$ cat src/rtl/sprite_draw.sv
// Sprite stage: 1bpp bitmap loaded during vblank, one row fetched per line,
// registered per-pixel hit and bitmap bit against a per-frame shadowed box.
module sprite_draw #(
  parameter int SPRITE_W = 12,
  parameter int SPRITE_H = 12,
  parameter int CNT_BITS = 11
) (
  input  logic                       clk,
  input  logic                       reset,
  input  logic signed [CNT_BITS-1:0] hcounter,
  input  logic signed [CNT_BITS-1:0] vcounter,
  input  logic                       blank_h,
  input  logic                       blank_v,
  input  logic                       line_next,
  input  logic                       frame_next,
  input  logic [CNT_BITS-2:0]        sprite_x,
  input  logic [CNT_BITS-2:0]        sprite_y,
  input  logic [1:0]                 scale,
  input  logic                       load_valid,
  input  logic [SPRITE_W-1:0]        load_data,
  output logic                       load_ready,
  input  logic                       load_restart,
  output logic                       sprite_hit,
  output logic                       sprite_px
);
  localparam int PTR_W = (SPRITE_H > 1) ? $clog2(SPRITE_H) : 1;
  localparam int DW    = CNT_BITS + 1;

  typedef enum logic {WAIT, FETCH} state_t;

  state_t                            state;
  logic [SPRITE_H-1:0][SPRITE_W-1:0] bitmap;
  logic [PTR_W-1:0]                  wr_ptr;
  logic [SPRITE_W-1:0]               linebuf;
  logic                              line_active;
  logic [CNT_BITS-2:0]               x_s, y_s;
  logic [1:0]                        scale_s;

  logic                 load_fire;
  logic signed [DW-1:0] dy, dx, lim_h, lim_w;
  logic [DW-1:0]        row_idx, col_idx;
  logic                 dy_in, dx_in, hit_c, px_bit;
  logic [SPRITE_W-1:0]  fetch_row;

  assign load_ready = blank_v & ~reset;
  assign load_fire  = load_valid & load_ready;

  always_ff @(posedge clk) begin
    if (reset) begin
      bitmap <= '0;
      wr_ptr <= '0;
    end else begin
      if (load_fire)
        for (int r = 0; r < SPRITE_H; r++)
          if (wr_ptr == PTR_W'(r)) bitmap[r] <= load_data;
      // restart wins over the increment; the word still lands at the old pointer
      if (load_restart)
        wr_ptr <= '0;
      else if (load_fire)
        wr_ptr <= (wr_ptr == PTR_W'(SPRITE_H-1)) ? '0 : wr_ptr + PTR_W'(1);
    end
  end

  always_ff @(posedge clk) begin
    if (reset || frame_next) begin
      x_s     <= sprite_x;
      y_s     <= sprite_y;
      scale_s <= scale;
    end
  end

  // One extra bit so negative porch counts never alias into the box
  assign dy      = $signed({vcounter[CNT_BITS-1], vcounter}) - $signed({2'b00, y_s});
  assign dx      = $signed({hcounter[CNT_BITS-1], hcounter}) - $signed({2'b00, x_s});
  assign lim_h   = DW'(SPRITE_H) << scale_s;
  assign lim_w   = DW'(SPRITE_W) << scale_s;
  assign dy_in   = ~dy[DW-1] && (dy < lim_h);
  assign dx_in   = ~dx[DW-1] && (dx < lim_w);
  assign row_idx = dy >> scale_s;
  assign col_idx = dx >> scale_s;

  always_comb begin
    fetch_row = '0;
    for (int r = 0; r < SPRITE_H; r++)
      if (row_idx == DW'(r)) fetch_row = bitmap[r];
  end

  always_comb begin
    px_bit = 1'b0;
    for (int c = 0; c < SPRITE_W; c++)
      if (col_idx == DW'(c)) px_bit = linebuf[SPRITE_W-1-c];
  end

  always_ff @(posedge clk) begin
    if (reset) begin
      state       <= WAIT;
      linebuf     <= '0;
      line_active <= 1'b0;
    end else begin
      case (state)
        WAIT: if (line_next) state <= FETCH;
        FETCH: begin
          state <= WAIT;
          if (dy_in) begin
            linebuf     <= fetch_row;
            line_active <= 1'b1;
          end else begin
            line_active <= 1'b0;
          end
        end
      endcase
    end
  end

  assign hit_c = line_active & ~blank_h & ~blank_v & dx_in;

  always_ff @(posedge clk) begin
    if (reset) begin
      sprite_hit <= 1'b0;
      sprite_px  <= 1'b0;
    end else begin
      sprite_hit <= hit_c;
      sprite_px  <= hit_c & px_bit;
    end
  end
endmodule

$ cat config.mk
export PLATFORM = sky130hd
export DESIGN_NAME = sprite_draw
export DESIGN_NICKNAME = d
export VERILOG_FILES = /design/src/rtl/sprite_draw.sv
export SDC_FILE = /design/constraint.sdc
export NUM_CORES = 1
export LEC_CHECK = 0
export ABC_AREA = 1
export BUFFER_PORTS_ARGS = -buffer_cell sky130_fd_sc_hd__buf_2
export CAP_MARGIN = 15
export CORE_AREA = 2 2 172 174
export CTS_BUF_LIST = sky130_fd_sc_hd__clkbuf_4
export DETAILED_ROUTE_END_ITERATION = 10
export DIE_AREA = 0 0 174 176
export SLEW_MARGIN = 30
export SYNTH_ARGS = -nofsm -noshare
export SYNTH_HDL_FRONTEND = slang
export SYNTH_SLANG_ARGS = --single-unit
$ cat constraint.sdc
create_clock -name clk -period 3.65 [get_ports clk]
set_input_delay 0.365 -clock clk [delete_from_list [all_inputs] [get_ports clk]]
set_output_delay 0.365 -clock clk [all_outputs]
set_load 0.02 [all_outputs]
==> metrics.txt, run 1 <==
post-synth cell types=just under 50; Seq cells post-synth=186; DR vias/cell=4.911; peak supply drop=0.0001768 V; wirelength, routed=29240 µm; setup tns final=0 ns; die width=between 150 and 200 µm; Reg area=3944 µm²; post-placement setup slack=0.1393 ns; WS Path Type=flip-flop to flip-flop; drc violations=0; RSZ-0062 raised after global routing=no; TritonRoute pass-1 iters=5; ys async rst share=0%; antenna violations before repair=1; layout cells sized above 1=13.22%; HP Class=input port to flip-flop; endpoints failing setup=0; startpoint types=flip-flop; fin crit share=90.85%; endpoints failing hold=0; clock buffer depth=2; setup slack after layout=between 0.3 and 0.4 ns; cell count after synthesis=1459; final net count=~1.6k; footprint of the multi-input gates=5204 µm²; Final HPWL DP=21360 µm; drt wl/cell=15.17 µm; Post-synth EDFFs=22; Die Ht=roughly 180 µm; critical path data required time=4.11 ns; Crit path largest cell delay=0.40 ns; Max-slew headroom=48.24%; first-pass GRT wire length=roughly 47000 µm; PwrDens=371.7 nW/µm²; IO Pins=67; Mapped Nets=1561; area grow syn2layout=13.83%; Yosys warning count=0; Placer Congestion=0.8911; Worst Max-Slew Pin Slew=0.7753 ns; CTS buffer count=17; Final min period=around 3.3 ns; total track usage=19.27%; clk slew on worst S/H paths=0.17 ns; sequential element share of the synthesized area=39.47%; cell family with most CP delay=simple AND/OR/NAND/NOR gates; f_max=301.6 MHz; initial DRC count=654; CP bufs+invs=1; Static Leak=5.251 nW; Rows=62; crit-path cells=ha_2 > fa_2 > inv_1 > nand2_1 > nand2_2 > nand3_2 > nand2_2 > nand2_1 > nand2_1 > nand2_1 > nand2_1 > nand2_2 > nor2_4 > nand3_4 > nor2_4 > nand2_4 > nand2_1 > nand4_1 > o21ai_0 > nand4_1 > o21bai_1 > a21oi_1; TritonCTS clock tree=yes; status=finished, final reports clean; final slew viol count=0; most frequent cells in the layout=nor2_1 (326), nand2_1 (240), o21ai_0 (180); Worst Setup End Kind=flip-flop; clk sinks=186; root buf cell=clkbuf_4; commonest non-fill, non-tap cell in the layout=nor2_1; largest net degree at the start of global routing=97; die footprint=30620 µm²; Synth Area per Inst=6.848 µm²; vias post-DR=9469; vias in the first global route=9031; Final ANT Viol Nets=0; Worst Path Arrival=3.78 ns; Worst path most repeated cell=nand2_1; Max H-tree Level=4; port buffer count=66; predominant post-synthesis flop cell=dfxtp_1; skew final=0.02309 ns; core area=28550 µm²; CP max FO=8; global route overflow=0; Post-Synthesis Cell Area=9991 µm²; Clock Latency Late Sink=a little under 0.6 ns; max_cap viols=0; CP max stage cell=edfxtp_1; Fillers=3078; initial core utilization=a little over a third; fin util=39.84%
==> path summary, 6_finish.rpt <==
kind / start / endpoint / slack [ns] / cells past startpoint
max: y_s[0] / linebuf[4] / 0.33 / 22
min: load_restart / wr_ptr[2] / 0.09 / 4
max reg2reg: y_s[0] / linebuf[4] / 0.33 / 22
min reg2reg: state / state / 0.43 / 1
==> Yosys cell counts (all sizes together), types with 2 or more instances <==
master / count / area, µm²
and2: 2 / 12.51
nor2: 339 / 1359
clkinv: 2 / 7.510
fa: 2 / 40.04
and3: 5 / 31.28
nand3b: 4 / 30.03
clkbuf: 47 / 177.7
xor2: 6 / 52.55
ha: 36 / 450.4
nand2: 263 / 1042
o21ai: 188 / 940.9
edfxtp: 22 / 660.6
o21bai: 5 / 37.54
a21oi: 57 / 296.5
a211oi: 2 / 15.01
buf: 22 / 118.9
nor3: 20 / 100.1
a31oi: 2 / 12.51
o211ai: 6 / 45.04
or2: 7 / 43.79
o21a: 2 / 15.01
dfxtp: 164 / 3283
inv: 154 / 580.6
nand4: 35 / 225.2
nand3: 60 / 357.9
==> registers in the layout, summed over array words and instances (netlist names) <==
name,flops
scale_s,2
state,1
linebuf,12
wr_ptr,4
sprite_px,1
sprite_hit,1
x_s,10
bitmap,144
y_s,10
line_active,1
==> report_power, final <==
part / total (W) / switching (W) / internal, W
Sequential: 0.00212 / 0.0000129 / 0.00210
Combinational: 0.000820 / 0.000540 / 0.000280
Clock: 0.00129 / 0.000798 / 0.000492
==> worst min-delay path, cell delays in order <==
cell and delay (ns):
buf_2 0.08, nor2_1 0.03, inv_1 0.12, a21oi_1 0.05
==> per-stage QoR <==
stage               total power (W)  hold slack (ns)  cells  cell area, µm²
finish                     0.004227          0.08928   1928           11370
global route               0.004443          0.06075   1928           11370
CTS                        0.004231          0.05851   1919           11250
detailed placement         0.002940           0.4133   1864           10710
global placement           0.002930           0.4005   1864           10710
floorplan                  0.002736           0.3899   1459            9991
==> cells by family (layout without fill, tap and decap cells) <==
family                   after synthesis  count (layout)  share of synthesized area, %
multiplexers                           1               1                        0.1002
AO/OA/AOI/OAI                        264             264                         13.80
flip-flops                           186             186                         39.47
AND/OR/NAND/NOR                      738             738                         32.25
adder cells (fa/ha/maj)               38              38                         4.909
other                                  0               1                             0
XOR/XNOR                               7               7                        0.6137
buffers and inverters                225             309                         8.854
==> per-layer routing <==
metal | track usage (%) | vias up | wire length (µm)
li1 | - | 4834 | -
met1 | 25.55 | 4398 | 14040
met2 | 32.55 | 204 | 13590
met3 | 3.144 | 33 | 1197
met4 | 5.287 | 0 | 410
met5 | 0 | - | 0
==> repair_timing <==
item / in CTS / in global routing
hold endpoints to repair: 23 / 0
gates resized for setup: 0 / 13
setup buffers: 0 / 8
setup endpoints to repair: 0 / 12
hold buffers: 23 / 0
==> layout make-up <==
type | count | share of cell area (%)
inverters | 156 | 5.193
clock buffers | 17 | 1.122
flip-flops and latches | 186 | 34.68
multi-input cells | 1048 | 45.76
well taps | 384 | 4.225
clock inverters | 15 | 1.628
repair buffers | 121 | 7.372
diodes | 1 | 0.02200
Note: power is estimated with default switching activity, not from simulation.
==> run 2, diff against run 1 <==
--- a/config.mk
+++ b/config.mk
@@ -12,6 +12,7 @@
 export CTS_BUF_LIST = sky130_fd_sc_hd__clkbuf_4
 export DETAILED_ROUTE_END_ITERATION = 10
 export DIE_AREA = 0 0 174 176
+export RECOVER_POWER = 50
 export SLEW_MARGIN = 30
 export SYNTH_ARGS = -nofsm -noshare
 export SYNTH_HDL_FRONTEND = slang
==> run 2 against run 1 <==
Compared with the run above:
- the run now ends with capacitance limit, slew limit left
- utilization decreased by 0.096 points
- first-iteration DRC count increased by 2.0%
- final area decreased by 0.24%
- total power decreased by 0.12%
- sequential share of layout area increased by 0.084 points
- critical path depth unchanged
- maximum frequency decreased by 0.34%
- cell count unchanged
- non-clock buffer count unchanged
- wire length about the same
- critical path type unchanged
- critical endpoint unchanged
- largest cell class unchanged
- largest power group unchanged
==> metrics.txt, run 2 (synthesis gave the netlist of run 1 again) <==
drc violations=0 (unchanged); skew final=0.02216 ns (was 0.02309 ns); startpoint types=flip-flop (unchanged); Static Leak=5.222 nW (was 5.251 nW); TritonRoute pass-1 iters=5 (unchanged); setup slack after layout=0.3227 ns (was 0.3340 ns); dpl cell area=10710 µm² (unchanged); max_cap viols=2 (was 0); vias in the first global route=9031 (unchanged); Clock Latency Late Sink=0.58 ns (was 0.59 ns); Final HPWL DP=21360 µm (unchanged); core area=28550 µm² (unchanged); PwrDens=372.1 nW/µm² (was 371.7 nW/µm²); antenna violations before repair=1 (unchanged); RSZ-0062 raised after global routing=no (unchanged); setup tns final=0 ns (unchanged); Max H-tree Level=4 (unchanged); cell area after layout=11340 µm² (was 11370 µm²); Worst Path Arrival=3.78 ns (about the same); Die Ht=176 µm (unchanged); die width=174 µm (unchanged); Rows=62 (unchanged); IO Pins=67 (unchanged); clk slew on worst S/H paths=0.17 ns (about the same); global route overflow=0 (unchanged); f_max=300.5 MHz (was 301.6 MHz); root buf cell=clkbuf_4 (unchanged); clock buffer depth=2 (unchanged); critical path data required time=4.10 ns (was 4.11 ns); final net count=1632 (unchanged); Placer Congestion=0.8911 (unchanged); CP max FO=8 (unchanged); Final min period=3.327 ns (was 3.316 ns); fin crit share=91.16% (was 90.85%); Worst Max-Slew Pin Slew=1.666 ns (was 0.7753 ns); Max-slew headroom=-11.05% (was 48.24%); initial DRC count=667 (was 654); post-placement setup slack=0.1393 ns (unchanged); total track usage=19.27% (unchanged); status=complete, but fails checks (was finished, final reports clean); Final ANT Viol Nets=0 (unchanged); initial core utilization=35.00% (unchanged); wirelength, routed=29250 µm (was 29240 µm); top flop regs=bitmap (144), linebuf (12) (unchanged); commonest non-fill, non-tap cell in the layout=nor2_1 (unchanged); most frequent cells in the layout=nor2_1 (326), nand2_1 (240), o21ai_0 (180) (unchanged); endpoints failing setup=0 (unchanged); register with the most flip-flops=bitmap (unchanged); max reg flops=144 (unchanged); drt wl/cell=15.17 µm (about the same); first-pass GRT wire length=47040 µm (unchanged); DR vias/cell=4.879 (was 4.911); peak supply drop=0.0001770 V (was 0.0001768 V); TritonCTS clock tree=yes (unchanged); Worst Setup End Kind=flip-flop (unchanged); failing checks=capacitance limit, slew limit; CTS buffer count=17 (unchanged); vias post-DR=9407 (was 9469); die footprint=30620 µm² (unchanged); clk sinks=186 (unchanged); Reg2Reg Setup Slack=0.32 ns (was 0.33 ns); Pwr Total=0.004221 W (was 0.004227 W); endpoints failing hold=0 (unchanged); layout cells sized above 1=12.70% (was 13.22%); final slew viol count=120 (was 0); WS Path Type=flip-flop to flip-flop (unchanged); HP Class=input port to flip-flop (unchanged); port buffer count=66 (unchanged); largest net degree at the start of global routing=97 (unchanged); hold_ws=0.09554 ns (was 0.08928 ns); area grow syn2layout=13.55% (was 13.83%)
## run 2: cell count changes in the layout (fill, tap and decap cells not counted), sizes merged
cell    previous run  this run
clkbuf            17        23
buf               98        92
## run 2: worst paths after layout
kind                startpoint         end  cells past startpoint
setup / recovery        y_s[0]  linebuf[4]                     22
hold / removal    load_restart   wr_ptr[2]                      4
setup reg to reg        y_s[0]  linebuf[4]                     22
hold reg to reg          state       state                      1
## run 2: where the power goes
part / leakage (nW) / internal [W] / switching (W)
sequential: 1.55 / 0.00210 / 0.0000129
clock: 0.167 / 0.000492 / 0.000794
combinational: 3.51 / 0.000278 / 0.000540
total: 5.22 / 0.00287 / 0.00135
## run 2: worst max-delay path, stage by stage, from the launching register on
cell and delay, ns:
edfxtp_1 0.40, ha_2 0.20, fa_2 0.35, inv_1 0.09, nand2_1 0.06, nand2_2 0.11
nand3_2 0.10, nand2_2 0.08, nand2_1 0.04, nand2_1 0.08, nand2_1 0.06, nand2_1 0.06
nand2_2 0.07, nor2_4 0.11, nand3_4 0.15, nor2_4 0.20, nand2_4 0.11, nand2_1 0.09
nand4_1 0.19, o21ai_0 0.26, nand4_1 0.17, o21bai_1 0.17, a21oi_1 0.07
## run 2: cell type report
cell class / instances / area [µm²]
Fill cell: 3083 / 17200
Multi-Input combinational cell: 1048 / 5204
Sequential cell: 186 / 3944
Timing Repair Buffer: 121 / 810.8
Inverter: 156 / 590.6
Tap cell: 384 / 480.5
Clock inverter: 15 / 185.2
Clock buffer: 17 / 127.6
Antenna cell: 1 / 2.502
## run 2: through the flow
step | cells | utilization, %
final | 1928 | 39.74
after floorplan | 1459 | -
after global routing | 1928 | 39.74
after detailed placement | 1864 | 37.52
after CTS | 1919 | 39.42
after global placement | 1864 | 37.52
## run 2: repair_timing
action	in CTS	in global routing
hold endpoints to repair	23	0
gates resized for setup	0	13
endpoints found under the setup margin	0	12
hold buffers	23	0
buffers inserted	0	8
## run 2: metal layers
metal	vias up	wire (µm)	track usage (%)
met5	-	0	0
met1	4353	13970	25.55
li1	4830	-	-
met3	30	1296	3.144
met4	0	393	5.287
met2	194	13590	32.55
==> run 3, diff against run 2 <==
--- a/config.mk
+++ b/config.mk
@@ -12,6 +12,7 @@
 export CTS_BUF_LIST = sky130_fd_sc_hd__clkbuf_4
 export DETAILED_ROUTE_END_ITERATION = 10
 export DIE_AREA = 0 0 174 176
+export GPL_TIMING_DRIVEN = 0
 export RECOVER_POWER = 50
 export SLEW_MARGIN = 30
 export SYNTH_ARGS = -nofsm -noshare
==> run 3 against run 2 <==
Compared with the run above:
- the run now ends clean
- die area unchanged
- clock skew increased by 0.014 ns
- worst setup slack got worse by 0.27 ns
- total power decreased by 1.1%
- largest cell class unchanged
==> metrics.txt, run 3 (synthesis gave the netlist of run 1 again) <==
Pwr Total=0.004177 W (was 0.004221 W); final slew viol count=0 (was 120); wirelength, routed=30540 µm (was 29250 µm); fin crit share=98.42% (was 91.16%); core area=28550 µm² (unchanged); setup slack after layout=0.05761 ns (was 0.3227 ns); Final ANT Viol Nets=0 (unchanged); drc violations=0 (unchanged); Worst Max-Slew Pin Slew=1.053 ns (was 1.666 ns); WS Path Type=flip-flop to flip-flop (unchanged); clk sinks=186 (unchanged); global route overflow=0 (unchanged); Max-slew headroom=29.25% (was -11.05%); TritonCTS clock tree=yes (unchanged); RSZ-0062 raised after global routing=yes (was no); layout cells sized above 1=14.89% (was 12.70%); die width=174 µm (unchanged); area grow syn2layout=16.71% (was 13.55%); initial DRC count=889 (was 667); Rows=62 (unchanged); antenna violations before repair=2 (was 1); setup tns final=0 ns (unchanged); HP Class=input port to flip-flop (unchanged); die footprint=30620 µm² (unchanged); status=finished, final reports clean (was complete, but fails checks); skew final=0.03614 ns (was 0.02216 ns); first-pass GRT wire length=48420 µm (was 47040 µm); IO Pins=67 (unchanged); Final min period=3.592 ns (was 3.327 ns); clock buffer depth=2 (unchanged); max reg flops=144 (unchanged); final net count=1681 (was 1632); Die Ht=176 µm (unchanged); root buf cell=clkbuf_4 (unchanged); CTS buffer count=17 (unchanged); register with the most flip-flops=bitmap (unchanged); Max H-tree Level=4 (unchanged); endpoints failing setup=0 (unchanged); post-placement setup slack=-0.1971 ns (was 0.1393 ns); DR vias/cell=4.980 (was 4.879); total track usage=20.01% (was 19.27%); vias in the first global route=9158 (was 9031); commonest non-fill, non-tap cell in the layout=nor2_1 (unchanged); port buffer count=66 (unchanged); fin util=40.84% (was 39.74%); critical path data required time=4.13 ns (was 4.10 ns); Worst Path Arrival=4.07 ns (was 3.78 ns); Placer Congestion=0.8835 (was 0.8911); most frequent cells in the layout=nor2_1 (319), nand2_1 (220), o21ai_0 (178) (was nor2_1 (326), nand2_1 (240), o21ai_0 (180)); f_max=278.4 MHz (was 300.5 MHz); dpl cell area=10810 µm² (was 10710 µm²); max_cap viols=0 (was 2); top flop regs=bitmap (144), linebuf (12) (unchanged); drt wl/cell=15.45 µm (was 15.17 µm); clk slew on worst S/H paths=0.19 ns (was 0.17 ns); TritonRoute pass-1 iters=7 (was 5); peak supply drop=0.0001575 V (was 0.0001770 V); Worst Setup End Kind=flip-flop (unchanged); PwrDens=358.2 nW/µm² (was 372.1 nW/µm²); vias post-DR=9846 (was 9407); initial core utilization=35.00% (unchanged); Final HPWL DP=22290 µm (was 21360 µm); endpoints failing hold=0 (unchanged); cell area after layout=11660 µm² (was 11340 µm²); CP max FO=5 (was 8); Static Leak=5.318 nW (was 5.222 nW); startpoint types=flip-flop (unchanged); Clock Latency Late Sink=0.61 ns (was 0.58 ns); largest net degree at the start of global routing=23 (was 97)
run 3: changes by cell type in the layout (fill, tap and decap cells not counted), moves of 4 or more:
| cell | change |
|---|---|
| nand2_2 | +14 |
| nor2_4 | +7 |
| inv_2 | +4 |
| clkbuf_1 | +42 |
| buf_2 | +5 |
| nand2_1 | -20 |
| clkbuf_4 | +5 |
| buf_1 | +6 |
| nand3_1 | -4 |
| buf_4 | -10 |
| nand2_4 | +6 |
| nor2_1 | -7 |
run 3: stage by stage:
step                hold WS [ns]  std cells
finish                   0.03018       1977
global route             0.02434       1977
CTS                     0.008405       1964
detailed placement        0.4069       1909
global placement          0.3986       1909
floorplan                 0.3899       1459
run 3: area by class of cell:
type	instances	area (µm²)
Antenna cell	1	2.502
Clock buffer	19	142.6
Buffer	67	304.0
Tap cell	384	480.5
Clock inverter	13	127.6
Sequential cell	186	3944
Fill cell	3080	16890
Inverter	156	588.1
Timing Repair Buffer	103	678.2
Multi-Input combinational cell	1048	5393
run 3: per-layer routing:
layer	track usage, %	part of all wire [%]	wire, µm	vias to the layer above
met5	0	0.043	13	-
met4	5.847	2.3	714	2
met3	3.510	6.0	1842	52
met2	33.12	46	13970	274
met1	26.77	46	13990	4580
li1	-	-	-	4938
run 3: report_power, final:
part	switching (W)	total (W)	internal, W
sequential	0.0000145	0.00212	0.00211
clock	0.000835	0.00115	0.000318
combinational	0.000591	0.000904	0.000313
total	0.00144	0.00418	0.00274
run 3: worst paths after layout:
check / startpoint / end / slack (ns) / cells past startpoint
worst max-delay path: y_s[0] / linebuf[4] / 0.06 / 22
worst max register to register: y_s[0] / linebuf[4] / 0.06 / 22
worst min register to register: state / state / 0.43 / 1
worst min-delay path: load_data[4] / bitmap[136] / 0.03 / 3
run 3: worst max-delay path, stage by stage, from the launching register on:
cell and delay (ns):
edfxtp_1 0.44, ha_4 0.19, fa_2 0.42, inv_2 0.08
nand2_2 0.06, nand2_4 0.10, nand3_4 0.07, nand2_2 0.08
nand2_2 0.05, nand2_2 0.08, nand2_1 0.05, nand2_1 0.07
nand2_2 0.07, nor2_4 0.14, nand3_4 0.14, nor2_4 0.18
nand2_4 0.10, nand2_2 0.09, nand4_1 0.18, o21ai_2 0.25
nand4_1 0.24, o21bai_1 0.28, a21oi_1 0.10
run 3: timing repair:
action	CTS	global route
buffers inserted	0	14
pin swaps	0	31
hold endpoints to repair	23	0
gates resized for setup	5	74
setup endpoints to repair	8	13
hold buffers	23	0
